===== src/rtl/tinyenc_arb_if.sv =====
// Client and core signal bundle for tinyenc_arb.
// The err signal exists only when TINYENC_ARB_TIMEOUT_EN is defined.
interface tinyenc_arb_if #(
  parameter int NREQ = 4
);
  logic [NREQ-1:0]      req;
  logic [32*NREQ-1:0]   wdata;
  logic [NREQ-1:0]      grant;
  logic [NREQ-1:0]      done;
  logic [31:0]          rdata;
  logic                 busy;
  logic                 core_req;
  logic [31:0]          core_wdata;
  logic                 core_ack;
  logic [31:0]          core_rdata;
`ifdef TINYENC_ARB_TIMEOUT_EN
  logic                 err;

  modport slave (
    input  req, wdata, core_ack, core_rdata,
    output grant, done, rdata, busy, core_req, core_wdata, err
  );

  modport master (
    output req, wdata, core_ack, core_rdata,
    input  grant, done, rdata, busy, core_req, core_wdata, err
  );
`else
  modport slave (
    input  req, wdata, core_ack, core_rdata,
    output grant, done, rdata, busy, core_req, core_wdata
  );

  modport master (
    output req, wdata, core_ack, core_rdata,
    input  grant, done, rdata, busy, core_req, core_wdata
  );
`endif
endinterface


===== src/rtl/tinyenc_arb.sv =====
// Round-robin arbiter/sequencer sharing one tinyenc core between NREQ clients.
// Optional ISSUE+BUSY abort timer enabled by defining TINYENC_ARB_TIMEOUT_EN.
module tinyenc_arb #(
  parameter int NREQ    = 4,
  parameter int TIMEOUT = 1023
) (
  input  logic          clk,
  input  logic          rstb,
  tinyenc_arb_if.slave  io_bus
);
  localparam int PW = (NREQ > 1) ? $clog2(NREQ) : 1;

  typedef enum logic [1:0] {IDLE, ISSUE, BUSY, DONE} state_t;

  state_t            r_state, w_stateNext;
  logic [PW-1:0]     r_ptr, w_ptrNext;
  logic [PW-1:0]     r_sel, w_selNext;
  logic [PW-1:0]     w_pick, w_idx;
  logic              w_found;
  logic [NREQ-1:0]   r_grant, w_grantNext;
  logic [NREQ-1:0]   r_done, w_doneNext;
  logic [31:0]       r_rdata, w_rdataNext;
  logic [31:0]       r_coreWdata, w_coreWdataNext;
  logic              r_coreReq, w_coreReqNext;
  logic              w_timeout;

`ifdef TINYENC_ARB_TIMEOUT_EN
  localparam int CW = ($clog2(TIMEOUT + 1) > 10) ? $clog2(TIMEOUT + 1) : 10;
  logic [CW-1:0]     r_cnt, w_cntNext;
  logic              r_err, w_errNext;

  // Abort on the edge where the counter would reach TIMEOUT.
  assign w_timeout  = (r_cnt == CW'(TIMEOUT - 1));
  assign io_bus.err = r_err;
`else
  assign w_timeout  = 1'b0;
`endif

  // Lowest offset from ptr wins, so scan offsets high to low and keep the last hit.
  always_comb begin
    w_found = 1'b0;
    w_pick  = '0;
    w_idx   = '0;
    for (int k = NREQ - 1; k >= 0; k--) begin
      w_idx = PW'((int'(r_ptr) + k) % NREQ);
      if (io_bus.req[w_idx]) begin
        w_found = 1'b1;
        w_pick  = w_idx;
      end
    end
  end

  always_ff @(posedge clk or negedge rstb) begin
    if (!rstb) r_state <= IDLE;
    else       r_state <= w_stateNext;
  end

  always_comb begin
    w_stateNext = r_state;
    case (r_state)
      IDLE:    if (w_found) w_stateNext = ISSUE;
      ISSUE:   if (w_timeout) w_stateNext = DONE;
               else if (!io_bus.core_ack) w_stateNext = BUSY;
      BUSY:    if (io_bus.core_ack || w_timeout) w_stateNext = DONE;
      DONE:    w_stateNext = IDLE;
      default: w_stateNext = IDLE;
    endcase
  end

  always_comb begin
    w_ptrNext       = r_ptr;
    w_selNext       = r_sel;
    w_grantNext     = r_grant;
    w_doneNext      = r_done;
    w_rdataNext     = r_rdata;
    w_coreWdataNext = r_coreWdata;
    w_coreReqNext   = r_coreReq;
`ifdef TINYENC_ARB_TIMEOUT_EN
    w_cntNext       = r_cnt;
    w_errNext       = r_err;
    if (r_state == ISSUE || r_state == BUSY) w_cntNext = r_cnt + 1'b1;
`endif
    case (r_state)
      IDLE: begin
        if (w_found) begin
          w_selNext       = w_pick;
          w_grantNext     = NREQ'(1) << w_pick;
          w_coreWdataNext = io_bus.wdata[32*w_pick +: 32];
          w_coreReqNext   = 1'b1;
`ifdef TINYENC_ARB_TIMEOUT_EN
          w_cntNext       = '0;
`endif
        end
      end
      ISSUE, BUSY: begin
        if (r_state == BUSY && io_bus.core_ack) begin
          w_rdataNext = io_bus.core_rdata;
          w_doneNext  = r_grant;
        end else if (w_timeout) begin
          w_coreReqNext = 1'b0;
          w_rdataNext   = '0;
          w_doneNext    = r_grant;
`ifdef TINYENC_ARB_TIMEOUT_EN
          w_errNext     = 1'b1;
`endif
        end else if (r_state == ISSUE && !io_bus.core_ack) begin
          w_coreReqNext = 1'b0;
        end
      end
      DONE: begin
        w_doneNext  = '0;
        w_grantNext = '0;
        w_ptrNext   = (r_sel == PW'(NREQ - 1)) ? '0 : r_sel + 1'b1;
`ifdef TINYENC_ARB_TIMEOUT_EN
        w_errNext   = 1'b0;
`endif
      end
      default: ;
    endcase
  end

  always_ff @(posedge clk or negedge rstb) begin
    if (!rstb) begin
      r_ptr       <= '0;
      r_sel       <= '0;
      r_grant     <= '0;
      r_done      <= '0;
      r_rdata     <= '0;
      r_coreWdata <= '0;
      r_coreReq   <= 1'b0;
`ifdef TINYENC_ARB_TIMEOUT_EN
      r_cnt       <= '0;
      r_err       <= 1'b0;
`endif
    end else begin
      r_ptr       <= w_ptrNext;
      r_sel       <= w_selNext;
      r_grant     <= w_grantNext;
      r_done      <= w_doneNext;
      r_rdata     <= w_rdataNext;
      r_coreWdata <= w_coreWdataNext;
      r_coreReq   <= w_coreReqNext;
`ifdef TINYENC_ARB_TIMEOUT_EN
      r_cnt       <= w_cntNext;
      r_err       <= w_errNext;
`endif
    end
  end

  assign io_bus.grant      = r_grant;
  assign io_bus.done       = r_done;
  assign io_bus.rdata      = r_rdata;
  assign io_bus.busy       = (r_state != IDLE);
  assign io_bus.core_req   = r_coreReq;
  assign io_bus.core_wdata = r_coreWdata;
endmodule


===== src/flat_wrapper.sv =====
// flat-port wrapper written by rule: the top's interface ports become plain ports
module tinyenc_arb_flat 
#(
  parameter int NREQ    = 4,
  parameter int TIMEOUT = 1023
)
  (clk, rstb, io_bus_req, io_bus_wdata, io_bus_core_ack, io_bus_core_rdata, io_bus_grant, io_bus_done, io_bus_rdata, io_bus_busy, io_bus_core_req, io_bus_core_wdata);
  tinyenc_arb_if #(.NREQ(NREQ)) io_bus_i ();
  input  logic clk;
  input  logic rstb;
  input wire logic [$bits(io_bus_i.req)-1:0] io_bus_req;
  input wire logic [$bits(io_bus_i.wdata)-1:0] io_bus_wdata;
  input wire logic [$bits(io_bus_i.core_ack)-1:0] io_bus_core_ack;
  input wire logic [$bits(io_bus_i.core_rdata)-1:0] io_bus_core_rdata;
  output wire logic [$bits(io_bus_i.grant)-1:0] io_bus_grant;
  output wire logic [$bits(io_bus_i.done)-1:0] io_bus_done;
  output wire logic [$bits(io_bus_i.rdata)-1:0] io_bus_rdata;
  output wire logic [$bits(io_bus_i.busy)-1:0] io_bus_busy;
  output wire logic [$bits(io_bus_i.core_req)-1:0] io_bus_core_req;
  output wire logic [$bits(io_bus_i.core_wdata)-1:0] io_bus_core_wdata;
  assign io_bus_i.req = io_bus_req;
  assign io_bus_i.wdata = io_bus_wdata;
  assign io_bus_i.core_ack = io_bus_core_ack;
  assign io_bus_i.core_rdata = io_bus_core_rdata;
  assign io_bus_grant = io_bus_i.grant;
  assign io_bus_done = io_bus_i.done;
  assign io_bus_rdata = io_bus_i.rdata;
  assign io_bus_busy = io_bus_i.busy;
  assign io_bus_core_req = io_bus_i.core_req;
  assign io_bus_core_wdata = io_bus_i.core_wdata;
  tinyenc_arb #(.NREQ(NREQ), .TIMEOUT(TIMEOUT)) u_core (.clk(clk), .rstb(rstb), .io_bus(io_bus_i));
endmodule

===== config.mk =====
export PLATFORM = sky130hd
export DESIGN_NAME = tinyenc_arb_flat
export DESIGN_NICKNAME = d
export VERILOG_FILES = /design/src/rtl/tinyenc_arb_if.sv /design/src/rtl/tinyenc_arb.sv /design/src/flat_wrapper.sv
export SDC_FILE = /design/constraint.sdc
export NUM_CORES = 1
export LEC_CHECK = 0
export CELL_PAD_IN_SITES_DETAIL_PLACEMENT = 0
export CELL_PAD_IN_SITES_GLOBAL_PLACEMENT = 1
export CORE_MARGIN = 3
export CORE_UTILIZATION = 28
export DETAILED_ROUTE_END_ITERATION = 10
export PLACE_DENSITY_LB_ADDON = 0.12
export SYNTH_ARGS = -nofsm -noshare
export SYNTH_HDL_FRONTEND = slang
export SYNTH_SLANG_ARGS = --single-unit

===== constraint.sdc =====
create_clock -name clk -period 2.3 [get_ports clk]
set_clock_uncertainty 0.15 [all_clocks]
set_input_delay 0.46 -clock clk [delete_from_list [all_inputs] [get_ports clk]]
set_output_delay 0.46 -clock clk [all_outputs]
set_load 0.01 [all_outputs]

; ---- Word-level counts from Yosys, hierarchy flattened
; Index checks and enable logic that the tools add are counted.
[op_classes]
addsub = 4
order_cmp = 4
n_eq_ne = 10
shift = 2
muxes = 29
reduce_logical = 15
[ops]
columns = cell, n
row1 = 128-bit by 8-bit variable part select with 32-bit output, 1
row2 = 2-bit 2-to-1 mux, 8
row3 = 4-bit one-hot mux with 2 select lines, 2
row4 = "2-bit by 3-bit < comparator with 1-bit output, second input constant", 4
row5 = 1-bit 2-to-1 mux, 11
row6 = 1-bit binary-select mux with 2-bit select, 4
row7 = 4-bit 2-to-1 mux, 2
row8 = 2-bit one-hot mux with 4 select lines, 1
row9 = 2-bit AND reduction, 4
row10 = 2-bit nonzero test, 4
row11 = "2-bit == test, second input constant", 3
row12 = "2-bit by 1-bit inequality test with 1-bit output, second input constant", 3
row13 = "2-bit inequality test, second input constant", 3
row14 = "2-bit by 1-bit adder with 2-bit output, second input constant", 2
row15 = "2-bit adder, second input constant", 2
row16 = 4-bit AND reduction, 1
row17 = "1-bit by 2-bit left shift with 4-bit output, first input constant", 1
row18 = 3-bit AND reduction, 1
row19 = "2-bit by 1-bit == test with 1-bit output, second input constant", 1
row20 = 1-bit logical AND, 2
row21 = 2-bit logical NOT, 1
row22 = 1-bit one-hot mux with 2 select lines, 1
row23 = 2-bit OR reduction, 1
row24 = 1-bit logical NOT, 1
[totals]
reg_bits = 79
out_inout_bits = 74
elab_cells = 72

; ---- Longest topological paths before layout
[depth]
word_depth = 10
ltp_mapped = 8
mapped_depth_nobuf = 7

; ---- Worst setup path before layout
; OpenSTA, ideal clock, no wires.
[synth_path]
kind = register to register
startpoint = reg u_core.r_state[0]
endpoint = reg u_core.r_coreWdata[2], in the netlist u_core.io_bus.core_wdata[2]
setup_ns = 0.145
arrival_ns = 1.729
setup_slack_ns = 0.276
path_stages_with_launch = 9
n_path_buf = 1
period_less_slack_ns = 2.024
cell_sequence = dfrtp_1 > inv_1 > ha_1 > inv_1 > nor2_1 > o21ai_2 > buf_2 > a211oi_1 > a211oi_1
[synth_between]
elab_chain_cells = 2
[synth_rtl]
columns = element, line_no
row1 = "start, declared", tinyenc_arb.sv:15  ; state_t r_state, w_stateNext;
row2 = "start signal, assigned", tinyenc_arb.sv:55  ; else r_state <= w_stateNext;
row3 = 2-bit logical NOT, tinyenc_arb.sv:83  ; case (r_state)
row4 = 2-bit AND reduction (no source line), n/a
row5 = "end signal, assigned", tinyenc_arb.sv:141  ; r_coreWdata <= w_coreWdataNext;
row6 = "end, declared", tinyenc_arb.sv:23  ; logic [31:0] r_coreWdata, w_coreWdataNext;
; No other way between the ends.
; A chain may end at the register's enable or synchronous reset.

; ---- Worst setup path after layout
[layout_path]
startpoint = in io_bus_req[1]
endpoint = reg u_core.r_coreWdata[29], in the netlist u_core.io_bus.core_wdata[29]
[layout_between]
elab_chain_cells = 7
[layout_rtl]
columns = element, line_no
row1 = "start, declared", flat_wrapper.sv:11  ; input wire logic [$bits(io_bus_i.req)-1:0] io_bus_req;
row2 = 1-bit binary-select mux with 2-bit select, tinyenc_arb.sv:46  ; if (io_bus.req[w_idx]) begin
row3 = 1-bit 2-to-1 mux (not written as such), tinyenc_arb.sv:46
row4 = 2-bit 2-to-1 mux or 1-bit 2-to-1 mux (tied branches) (4 in a row), tinyenc_arb.sv:46
row5 = 128-bit by 8-bit variable part select with 32-bit output or 2-bit AND reduction (tied branches), n/a
; Parallel ways exist; a longest one is shown, timed or not. The select of a mux whose other input is x is not followed.

==> metrics <==
Worst Setup Path Type input port to flip-flop; number of synthesis warnings 0; IR drop worst, VDD roughly 360 µV; global routing usage summed across all routing layers about 17%; post-route ant nets 0; number of cells produced by synthesis 372; number of buffers added by the clock tree synthesis step 9; total I/O pin count between 200 and 250; Min Hold Slack approximately 340 ps; DRC viols 0; share of Yosys cell area claimed by the top area cell type roughly 47%; placed wire-length estimate after detailed placement around 11000 µm; MaxCap Viol Count 0; die outline area between 15000 and 20000 µm²; CP arrival about 2200 ps; most used flip-flop cell after synthesis sky130_fd_sc_hd__dfrtp_1; largest area contributor in the netlist sky130_fd_sc_hd__dfrtp_1; Slew @ Worst Pin 562 ps; overall die width between 100 and 150 µm; Req. time, crit path 2380 ps; post-synthesis net count between 500 and 600; area delta synth->final 73.6%; vias in the first global route between 4k and 5k; crit share post-route about nine tenths; average routed wire per standard cell approximately 17 µm; endpoint type of the worst setup path flip-flop; type of the most critical hold path flip-flop to flip-flop; type of element launching the critical path input port; number of enable-type register cells in the synthesized netlist 0; pin count of the biggest net entering global routing a little over 40; total leakage power about 3 nW; share of layout cells above drive strength 1 around 17%; largest cells by area after synthesis sky130_fd_sc_hd__dfrtp_1, sky130_fd_sc_hd__mux2_2, sky130_fd_sc_hd__a211oi_1; wire length of the first global-routing pass ~22000 µm; Die Y 128 µm; root buffer selected by CTS sky130_fd_sc_hd__clkbuf_16; setup violation total in the final timing report 0; sequential element share of the synthesized area 47.1%; average instance area after synthesis roughly 11 µm²; Total Power between 8 and 9 mW; most instantiated library cell after synthesis sky130_fd_sc_hd__dfrtp_1; Congestion Overflow GR 0; TritonCTS clock tree built; starting density of the core 28.8%; total wire length ~14000 µm; count of vias placed by the detailed router just under 4k; weighted congestion at the end of routability-driven global placement 0.803; async set-reset flop share out of synthesis 100%; Port Buf Inserts 240; Hold Vio Cnt, Final 0; areal power density over the cells about 1200 nW/µm²; run status completed; number of H-tree levels 3; Vias per Instance 4.81; antenna violations before repair 0; placeable core area ~15000 µm²; combined area of all synthesized cells around 4200 µm²; Total Negative Setup Slacks 0 ps; Synth cell types 32; achievable frequency roughly 480 MHz; relative slew slack between 60 and 70%; minimum period implied by the final worst setup slack a little over 2000 ps; most common library cells after synthesis sky130_fd_sc_hd__dfrtp_1, sky130_fd_sc_hd__a211oi_1, sky130_fd_sc_hd__mux2_2, sky130_fd_sc_hd__nor2_1, sky130_fd_sc_hd__mux2i_1; Skew-Pair Late Insertion Delay between 300 and 400 ps; Clock Tree Buf Depth 2; layout net count roughly 800; final-report max-slew violation count 0; clock sink total around 80; clock slew at reported path FFs ~60 ps; unrepaired setup endpoints after global routing false; highest net fanout along the worst path 19; row count between 40 and 50; number of violations reported at the end of detailed-routing iteration 0 83; Pre-Repair DR Iteration Count 4; number of synthesized register bits just under 80
-- cell families after synthesis --
kind of cell,synth area share (%)
adder cells (fa/ha/maj),1.79
buffers and inverters,4.14
flip-flops,47.1
AO/OA/AOI/OAI,18.8
multiplexers,17.0
AND/OR/NAND/NOR,11.2
-- power breakdown --
part           internal, mW  leakage (nW)  total (mW)  switching [mW]
clock network         0.715         0.120        1.26           0.541
logic                  2.65          1.94        4.76            2.11
registers              2.09         0.927        2.50           0.407
-- routing by layer --
| layer | GRT usage, % | part of all wire (%) |
|---|---|---|
| met1 | 18.9 | 39 |
| met2 | 28.2 | 48 |
| met3 | 6.64 | 10 |
| met4 | 7.62 | 2.8 |
| met5 | 0 | 0 |
-- cell usage in the layout, fill, tap and decap left out, types with 6 or more instances in the layout --
| master | netlist | final |
|---|---|---|
| sky130_fd_sc_hd__nand2_1 | 8 | 8 |
| sky130_fd_sc_hd__o21ai_0 | 11 | 11 |
| sky130_fd_sc_hd__inv_1 | 6 | 6 |
| sky130_fd_sc_hd__dfrtp_1 | 79 | 79 |
| sky130_fd_sc_hd__nor2_1 | 34 | 33 |
| sky130_fd_sc_hd__buf_4 | 2 | 22 |
| sky130_fd_sc_hd__mux2_2 | 34 | 34 |
| sky130_fd_sc_hd__a211oi_2 | 20 | 20 |
| sky130_fd_sc_hd__clkbuf_16 | 0 | 9 |
| sky130_fd_sc_hd__ha_1 | 6 | 6 |
| sky130_fd_sc_hd__buf_12 | 0 | 8 |
| sky130_fd_sc_hd__a211oi_1 | 44 | 44 |
| sky130_fd_sc_hd__clkdlybuf4s50_1 | 0 | 238 |
| sky130_fd_sc_hd__mux2i_1 | 33 | 33 |
| sky130_fd_sc_hd__and3_1 | 32 | 32 |
-- area by class of cell --
class | count | area, µm²
Fill cell | 1340 | 7300
Tap cell | 184 | 230
Multi-Input combinational cell | 259 | 2070
Clock inverter | 4 | 25.0
Clock buffer | 10 | 229
Timing Repair Buffer | 270 | 2730
Inverter | 6 | 22.5
Sequential cell | 79 | 1980
Antenna cell | 1 | 2.50
-- what timing repair did --
action                     in CTS  in global routing
hold buffers                    1                  0
setup endpoints to repair       1                  1
gates resized for setup         0                  1
hold endpoints to repair       39                  0
setup buffers                   1                  0
-- critical path, stage by stage --
cell and delay (ps):
sky130_fd_sc_hd__clkdlybuf4s50_1 550, sky130_fd_sc_hd__inv_1 90, sky130_fd_sc_hd__a311oi_2 400, sky130_fd_sc_hd__buf_4 200, sky130_fd_sc_hd__nor3_4 70, sky130_fd_sc_hd__buf_12 160, sky130_fd_sc_hd__a211oi_1 220
-- sequential cells by signal (all words and copies together), names as in the netlist --
signal	flops
u_core.io_bus.core_wdata	32
u_core.io_bus.rdata	32
u_core.io_bus.done	4
u_core.io_bus.grant	4
u_core.r_ptr	2
u_core.r_sel	2
u_core.r_state	2
u_core.io_bus.core_req	1
-- final timing paths --
check                      slack, ps                                        to  depth (start not counted)                           from
max in group asynchronous        850       u_core.io_bus.rdata[14]$_DFFE_PN0P_                          3                           rstb
hold reg to reg                  340               u_core.r_sel[1]$_DFFE_PN0P_                          1    u_core.r_sel[1]$_DFFE_PN0P_
hold / removal                   340               u_core.r_sel[1]$_DFFE_PN0P_                          1    u_core.r_sel[1]$_DFFE_PN0P_
setup reg to reg                 250   u_core.io_bus.core_wdata[6]$_DFFE_PN0P_                          8  u_core.r_state[1]$_DFFE_PN0P_
min in group asynchronous        490       u_core.io_bus.rdata[12]$_DFFE_PN0P_                          2                           rstb
setup / recovery                 220  u_core.io_bus.core_wdata[29]$_DFFE_PN0P_                          7                  io_bus_req[1]
-- through the flow --
stage | cells | util, % | area, µm² | setup slack [ps]
after floorplan | 372 | - | 4200 | 276
after global placement | 796 | 48.1 | 7010 | -72.6
after detailed placement | 796 | 48.1 | 7010 | -166
after CTS | 812 | 49.9 | 7290 | 17.4
after global routing | 812 | 50.0 | 7290 | 84.0
final | 813 | 50.0 | 7290 | 221
Note: power is estimated with default switching activity, not from simulation.
